File: config.mk
export PLATFORM = sky130hd
export DESIGN_NAME = vga_image_blitter_flat
export DESIGN_NICKNAME = d
export VERILOG_FILES = /design/src/rtl/vga_image_blitter_if.sv /design/src/rtl/vga_image_blitter.sv /design/src/flat_wrapper.sv
export SDC_FILE = /design/constraint.sdc
export NUM_CORES = 1
export LEC_CHECK = 0
export CAP_MARGIN = 40
export CORE_UTILIZATION = 40
export DETAILED_ROUTE_END_ITERATION = 7
export HOLD_SLACK_MARGIN = 0.12
export PLACE_DENSITY = 0.77
export SLEW_MARGIN = 0
export SYNTH_ARGS = -nofsm -noshare
export SYNTH_HDL_FRONTEND = slang
export SYNTH_SLANG_ARGS = --single-unit
File: constraint.sdc
create_clock -name clk -period 2.3 [get_ports clk]
set_input_delay 0.46 -clock clk [delete_from_list [all_inputs] [get_ports clk]]
set_output_delay 0.46 -clock clk [all_outputs]
set_load 0.03 [all_outputs]
File: src/rtl/vga_image_blitter_if.sv
// vga_image_blitter_if: draw request/handshake, shared image ROM bank and VGA adapter pixel stream
interface vga_image_blitter_if #(
    parameter int X_W        = 8,
    parameter int Y_W        = 7,
    parameter int ADDR_W     = 15,
    parameter int COLOUR_W   = 3,
    parameter int NUM_IMAGES = 13,
    parameter int SEL_W      = 6
);
    logic                           start;
    logic [SEL_W-1:0]               image_sel;
    logic                           busy;
    logic                           done;
    logic [ADDR_W-1:0]              rom_addr;
    logic [NUM_IMAGES*COLOUR_W-1:0] rom_q;
    logic [X_W-1:0]                 x;
    logic [Y_W-1:0]                 y;
    logic [COLOUR_W-1:0]            colour;
    logic                           plot;
    modport master (output start, image_sel, rom_q, input busy, done, rom_addr, x, y, colour, plot);
    modport slave  (input start, image_sel, rom_q, output busy, done, rom_addr, x, y, colour, plot);
endinterface

File: src/rtl/vga_image_blitter.sv
// vga_image_blitter: scans a WIDTH x HEIGHT frame through a ROM bank and streams aligned pixels to the VGA adapter.
// Define TRANSPARENT_KEY_EN to suppress plotting of pixels whose colour equals KEY_COLOUR.
module vga_image_blitter #(
    parameter int WIDTH      = 160,
    parameter int HEIGHT     = 120,
    parameter int X_W        = 8,
    parameter int Y_W        = 7,
    parameter int ADDR_W     = 15,
    parameter int COLOUR_W   = 3,
    parameter int NUM_IMAGES = 13,
    parameter int SEL_W      = 6,
    parameter int ROM_LAT    = 1
`ifdef TRANSPARENT_KEY_EN
    , parameter int KEY_COLOUR = 0
`endif
) (
    input logic                  clk,
    input logic                  resetn,
    vga_image_blitter_if.slave   bus
);
    typedef enum logic [1:0] {IDLE, SCAN, DRAIN, DONE} state_t;
    state_t              state_q;
    logic [X_W-1:0]      x_cnt_q;
    logic [Y_W-1:0]      y_cnt_q;
    logic [ADDR_W-1:0]   addr_q;
    logic [SEL_W-1:0]    sel_q;
    logic [2:0]          lat_q;
    logic                busy_q;
    logic                done_q;
    logic                plot_q;
    logic [X_W-1:0]      x_q;
    logic [Y_W-1:0]      y_q;
    logic [COLOUR_W-1:0] colour_q;
    logic [ROM_LAT-1:0]  pv_q;
    logic [X_W-1:0]      px_q [ROM_LAT];
    logic [Y_W-1:0]      py_q [ROM_LAT];
    logic [COLOUR_W-1:0] colour_d;
    logic                plot_d;
    logic                x_last;
    logic                y_last;

    assign x_last = x_cnt_q == X_W'(WIDTH - 1);
    assign y_last = y_cnt_q == Y_W'(HEIGHT - 1);

    // Out-of-range selects match no image and fall through to colour 0.
    always_comb begin
        colour_d = '0;
        for (int i = 0; i < NUM_IMAGES; i++)
            if (sel_q == SEL_W'(i)) colour_d = bus.rom_q[i*COLOUR_W +: COLOUR_W];
    end

`ifdef TRANSPARENT_KEY_EN
    assign plot_d = pv_q[ROM_LAT-1] && colour_d != COLOUR_W'(KEY_COLOUR);
`else
    assign plot_d = pv_q[ROM_LAT-1];
`endif

    always_ff @(posedge clk or negedge resetn) begin
        if (!resetn) begin
            state_q  <= IDLE;
            x_cnt_q  <= '0;
            y_cnt_q  <= '0;
            addr_q   <= '0;
            sel_q    <= '0;
            lat_q    <= '0;
            busy_q   <= 1'b0;
            done_q   <= 1'b0;
            plot_q   <= 1'b0;
            x_q      <= '0;
            y_q      <= '0;
            colour_q <= '0;
            pv_q     <= '0;
            for (int i = 0; i < ROM_LAT; i++) begin
                px_q[i] <= '0;
                py_q[i] <= '0;
            end
        end else begin
            // Coordinates ride alongside the ROM read so they land with their colour.
            pv_q[0] <= state_q == SCAN;
            px_q[0] <= x_cnt_q;
            py_q[0] <= y_cnt_q;
            for (int i = 1; i < ROM_LAT; i++) begin
                pv_q[i] <= pv_q[i-1];
                px_q[i] <= px_q[i-1];
                py_q[i] <= py_q[i-1];
            end
            plot_q <= plot_d;
            if (pv_q[ROM_LAT-1]) begin
                x_q      <= px_q[ROM_LAT-1];
                y_q      <= py_q[ROM_LAT-1];
                colour_q <= colour_d;
            end
            done_q <= 1'b0;
            case (state_q)
                IDLE: if (bus.start) begin
                    state_q <= SCAN;
                    sel_q   <= bus.image_sel;
                    x_cnt_q <= '0;
                    y_cnt_q <= '0;
                    addr_q  <= '0;
                    busy_q  <= 1'b1;
                end
                SCAN: begin
                    x_cnt_q <= x_last ? '0 : x_cnt_q + 1'b1;
                    if (x_last && !y_last) y_cnt_q <= y_cnt_q + 1'b1;
                    if (x_last && y_last) begin
                        state_q <= DRAIN;
                        lat_q   <= '0;
                    end else
                        addr_q <= addr_q + 1'b1;
                end
                // One extra cycle beyond ROM_LAT covers the output register stage.
                DRAIN: begin
                    state_q <= lat_q == 3'(ROM_LAT) ? DONE : DRAIN;
                    done_q  <= lat_q == 3'(ROM_LAT);
                    lat_q   <= lat_q + 1'b1;
                end
                DONE: begin
                    state_q <= IDLE;
                    busy_q  <= 1'b0;
                end
            endcase
        end
    end

    assign bus.busy     = busy_q;
    assign bus.done     = done_q;
    assign bus.rom_addr = addr_q;
    assign bus.x        = x_q;
    assign bus.y        = y_q;
    assign bus.colour   = colour_q;
    assign bus.plot     = plot_q;
endmodule

File: src/flat_wrapper.sv
// flat-port wrapper written by rule: the top's interface ports become plain ports
module vga_image_blitter_flat 
#(
    parameter int WIDTH      = 160,
    parameter int HEIGHT     = 120,
    parameter int X_W        = 8,
    parameter int Y_W        = 7,
    parameter int ADDR_W     = 15,
    parameter int COLOUR_W   = 3,
    parameter int NUM_IMAGES = 13,
    parameter int SEL_W      = 6,
    parameter int ROM_LAT    = 1

)
  (clk, resetn, bus_start, bus_image_sel, bus_rom_q, bus_busy, bus_done, bus_rom_addr, bus_x, bus_y, bus_colour, bus_plot);
  vga_image_blitter_if #(.X_W(X_W), .Y_W(Y_W), .ADDR_W(ADDR_W), .COLOUR_W(COLOUR_W), .NUM_IMAGES(NUM_IMAGES), .SEL_W(SEL_W)) bus_i ();
  input logic clk;
  input logic resetn;
  input wire logic [$bits(bus_i.start)-1:0] bus_start;
  input wire logic [$bits(bus_i.image_sel)-1:0] bus_image_sel;
  input wire logic [$bits(bus_i.rom_q)-1:0] bus_rom_q;
  output wire logic [$bits(bus_i.busy)-1:0] bus_busy;
  output wire logic [$bits(bus_i.done)-1:0] bus_done;
  output wire logic [$bits(bus_i.rom_addr)-1:0] bus_rom_addr;
  output wire logic [$bits(bus_i.x)-1:0] bus_x;
  output wire logic [$bits(bus_i.y)-1:0] bus_y;
  output wire logic [$bits(bus_i.colour)-1:0] bus_colour;
  output wire logic [$bits(bus_i.plot)-1:0] bus_plot;
  assign bus_i.start = bus_start;
  assign bus_i.image_sel = bus_image_sel;
  assign bus_i.rom_q = bus_rom_q;
  assign bus_busy = bus_i.busy;
  assign bus_done = bus_i.done;
  assign bus_rom_addr = bus_i.rom_addr;
  assign bus_x = bus_i.x;
  assign bus_y = bus_i.y;
  assign bus_colour = bus_i.colour;
  assign bus_plot = bus_i.plot;
  vga_image_blitter #(.WIDTH(WIDTH), .HEIGHT(HEIGHT), .X_W(X_W), .Y_W(Y_W), .ADDR_W(ADDR_W), .COLOUR_W(COLOUR_W), .NUM_IMAGES(NUM_IMAGES), .SEL_W(SEL_W), .ROM_LAT(ROM_LAT)) u_core (.clk(clk), .resetn(resetn), .bus(bus_i));
endmodule
==> impl_metrics.py <==
metrics = {
    "global_route": {
        "gr-usage-met3_pct": 3.62,
        "globalRouteMet2Util_pct": 33.6,
        "grt_pass1_wl_microns": 15600,
        "busiest_layer": "met2",
        "grtUsageMet1_pct": 24.5,
        "antenna_found_initial": 0,
        "grt_pass1_vias": 3252,
        "grt-ovfl-total": 0,
        "gr-usage-all-layers_pct": 19.9,
        "grt_max_degree": 45,
    },
    "synth": {
        "syn_inst": 337,
        "avgSynthCellArea_sq_um": 11.5,
        "ys_async_sr_fraction_pct": 100,
        "yosysSeqAreaShare_pct": 50.4,
        "synth_top_cell_by_area": "dfrtp_1",
        "yosys_warnings": 0,
        "synth_cell_types": 56,
        "synth_top_flop_cell": "dfrtp_1",
        "synth_top_area_share_pct": 50.4,
        "syn-cell-area_sq_mm": 0.00387,
        "yosys-top-cells-area": "dfrtp_1 50%, mux2_2 6.4%, ha_1 2.9%",
        "synth_edf_count": 0,
        "synth_nets": 394,
        "ys_ff_latch": 78,
    },
    "layout": {
        "nFillCells": 804,
        "final_cell_mix": "82 x clkdlybuf4s50_1, 78 x dfrtp_1, 22 x mux2_2",
        "drive_above_1_share_pct": 15.0,
        "nNetsFinal": 484,
        "diodes": 0,
        "final_common_cell": "clkdlybuf4s50_1",
        "area_growth_pct": 32.3,
        "final_area_sq_mm": 0.00512,
    },
    "clock_tree": {
        "numCtsBuffers": 9,
        "cts.sinks": 78,
        "h-tree-depth": 3,
        "clockBufferDepth": 2,
        "cts_root_buf": "clkbuf_8",
        "clk_pin_slew_ns": 0.08,
        "clk_latency_ns": 0.35,
        "cts_tree": "built",
        "post_cts_resize_count": 0,
    },
    "sta": {
        "skew_ns": 0.00806,
        "fin_tns_setup_ns": 0,
        "drv_slew": 0,
        "tightest_slew_ns": 0.550,
        "finalCriticalPeriod_ns": 2.07,
        "slew_headroom_pct": 63.3,
        "max_freq_ghz": 0.484,
        "min_period_over_period_pct": 89.9,
        "final_hold_viol_count": 0,
        "setup_viol": 0,
        "rsz0062_at_grt": "no",
    },
    "die": {
        "fp-row-count": 35,
        "die_area_sq_mm": 0.0101,
        "initial_core_util_pct": 41.5,
        "chipHeight_microns": 100,
        "core_sq_mm": 0.00933,
        "io_pins": 84,
        "die_w_microns": 100,
    },
    "min_path": {
        "min_path_type": "flip-flop to flip-flop",
    },
    "power_and_ir_drop": {
        "vdd_ir_drop_max_uv": 407,
        "power-per-cell-area_mw_per_mm2": 1010,
        "power.leakage_nw": 2.19,
    },
    "job": {
        "drv_cap": 0,
    },
    "routing": {
        "vias": 3096,
        "drtIter0Drc": 167,
        "dr.pass1.iters": 4,
        "drt_wl_total_microns": 9140,
        "via_per_inst": 5.52,
        "post_drt_wl_per_cell_microns": 16.3,
        "antenna_left": 0,
        "drc": 0,
    },
    "placed_design": {
        "portBuffers": 83,
        "hpwl_microns": 6720,
        "dpl-instance-area_sq_mm": 0.00487,
        "place_congestion": 0.891,
    },
    "worst_setup_path": {
        "r2r_setup_slack_ns": 0.23,
        "path_max_fanout": 9,
        "endpoint_kind": "flip-flop",
        "required_ns": 2.54,
        "start_kind": "flip-flop",
        "worstSetupPathType": "flip-flop to flip-flop",
        "arrival_ns": 2.30,
    },
    "outcome": {
        "status": "finished clean",
    },
}
-- timing repair --
action,4_1_cts,5_1_grt
hold buffers,1,0
buffers inserted,0,0
setup endpoints to repair,0,0
endpoints found under the hold margin,43,0
-- cell usage after synthesis (all sizes together), types with 7 or more instances --
| cell type | n |
|---|---|
| or4 | 9 |
| clkbuf | 7 |
| o21ai | 15 |
| dfrtp | 78 |
| nand3 | 13 |
| inv | 8 |
| nand2 | 20 |
| o31ai | 9 |
| mux2 | 23 |
| mux2i | 9 |
| a21oi | 13 |
| nor2 | 21 |
| o211ai | 7 |
| ha | 9 |
| buf | 11 |
-- registers in the layout (all words and copies together), names as in the netlist --
name,cells
u_core.plot_d,1
u_core.py_q,7
u_core.bus.x,8
u_core.y_cnt_q,7
u_core.bus.plot,1
u_core.bus.rom_addr,15
u_core.lat_q,3
u_core.state_q,2
u_core.px_q,8
u_core.sel_q,6
u_core.bus.y,7
u_core.bus.colour,3
u_core.bus.done,1
u_core.x_cnt_q,8
u_core.bus.busy,1
-- final timing paths --
check                                   from                 to  depth (start not counted)
min reg2reg                u_core.y_cnt_q[5]     u_core.py_q[5]                          0
max reg2reg                u_core.state_q[0]  u_core.y_cnt_q[2]                          7
max in group asynchronous             resetn    u_core.sel_q[3]                          3
min in group asynchronous             resetn     u_core.px_q[3]                          2
min                        u_core.y_cnt_q[5]     u_core.py_q[5]                          0
max                        u_core.state_q[0]  u_core.y_cnt_q[2]                          7
-- per-stage QoR --
stage	hold slack (ns)	worst slack, ns	cells	power (W)	utilization [%]
6_report	0.452	0.232	561	0.00515	54.9
2_1_floorplan	0.164	0.390	337	0.00324	-
3_5_place_dp	0.427	0.0886	544	0.00393	52.2
4_1_cts	0.449	0.211	561	0.00518	54.9
3_3_place_gp	0.424	0.188	544	0.00382	52.2
5_1_grt	0.470	0.0542	561	0.00546	54.9
-- per-layer routing --
metal / vias up / share of wire, % / routed length (microns)
met3: 31 / 3.1 / 281
met4: 0 / 3.5 / 318
met1: 1532 / 42 / 3880
met5: - / 0 / 0
met2: 70 / 51 / 4660
li1: 1463 / - / -
-- where the power goes --
part / internal, W / total (W) / switching, W
Sequential: 0.00165 / 0.00197 / 0.000317
Clock: 0.000726 / 0.00125 / 0.000524
Combinational: 0.000915 / 0.00194 / 0.00102
-- kinds of logic (layout without fill, tap and decap cells) --
family	count (synthesis)	in the layout	share of synthesized area, %
AOI/OAI and AO/OA	72	72	13.2
and+or+nand+nor	111	111	17.4
buffers and inverters	26	121	3.49
DFF	78	78	50.4
muxes	36	36	11.4
xor gates and xnor gates	5	5	1.13
adders and majority gates	9	9	2.91
-- critical path, cell delays in order (launching register included) --
cell and delay [ns]:
dfrtp_1 0.42, inv_1 0.10, ha_1 0.28, buf_4 0.17, mux2i_1 0.31, buf_4 0.22, nor2_1 0.09, a311oi_1 0.35
-- area by class of cell --
| type | instances | area (sq um) | share of cell area [%] |
|---|---|---|---|
| clock buffer | 9 | 124 | 2.42 |
| clock inverter | 7 | 121 | 2.37 |
| inverter | 8 | 30.0 | 0.586 |
| multi-input combinational | 233 | 1780 | 34.8 |
| sequential | 78 | 1950 | 38.1 |
| tap | 129 | 161 | 3.15 |
| timing repair buffer | 97 | 948 | 18.5 |
No activity file was read; power rests on OpenSTA's default activity.
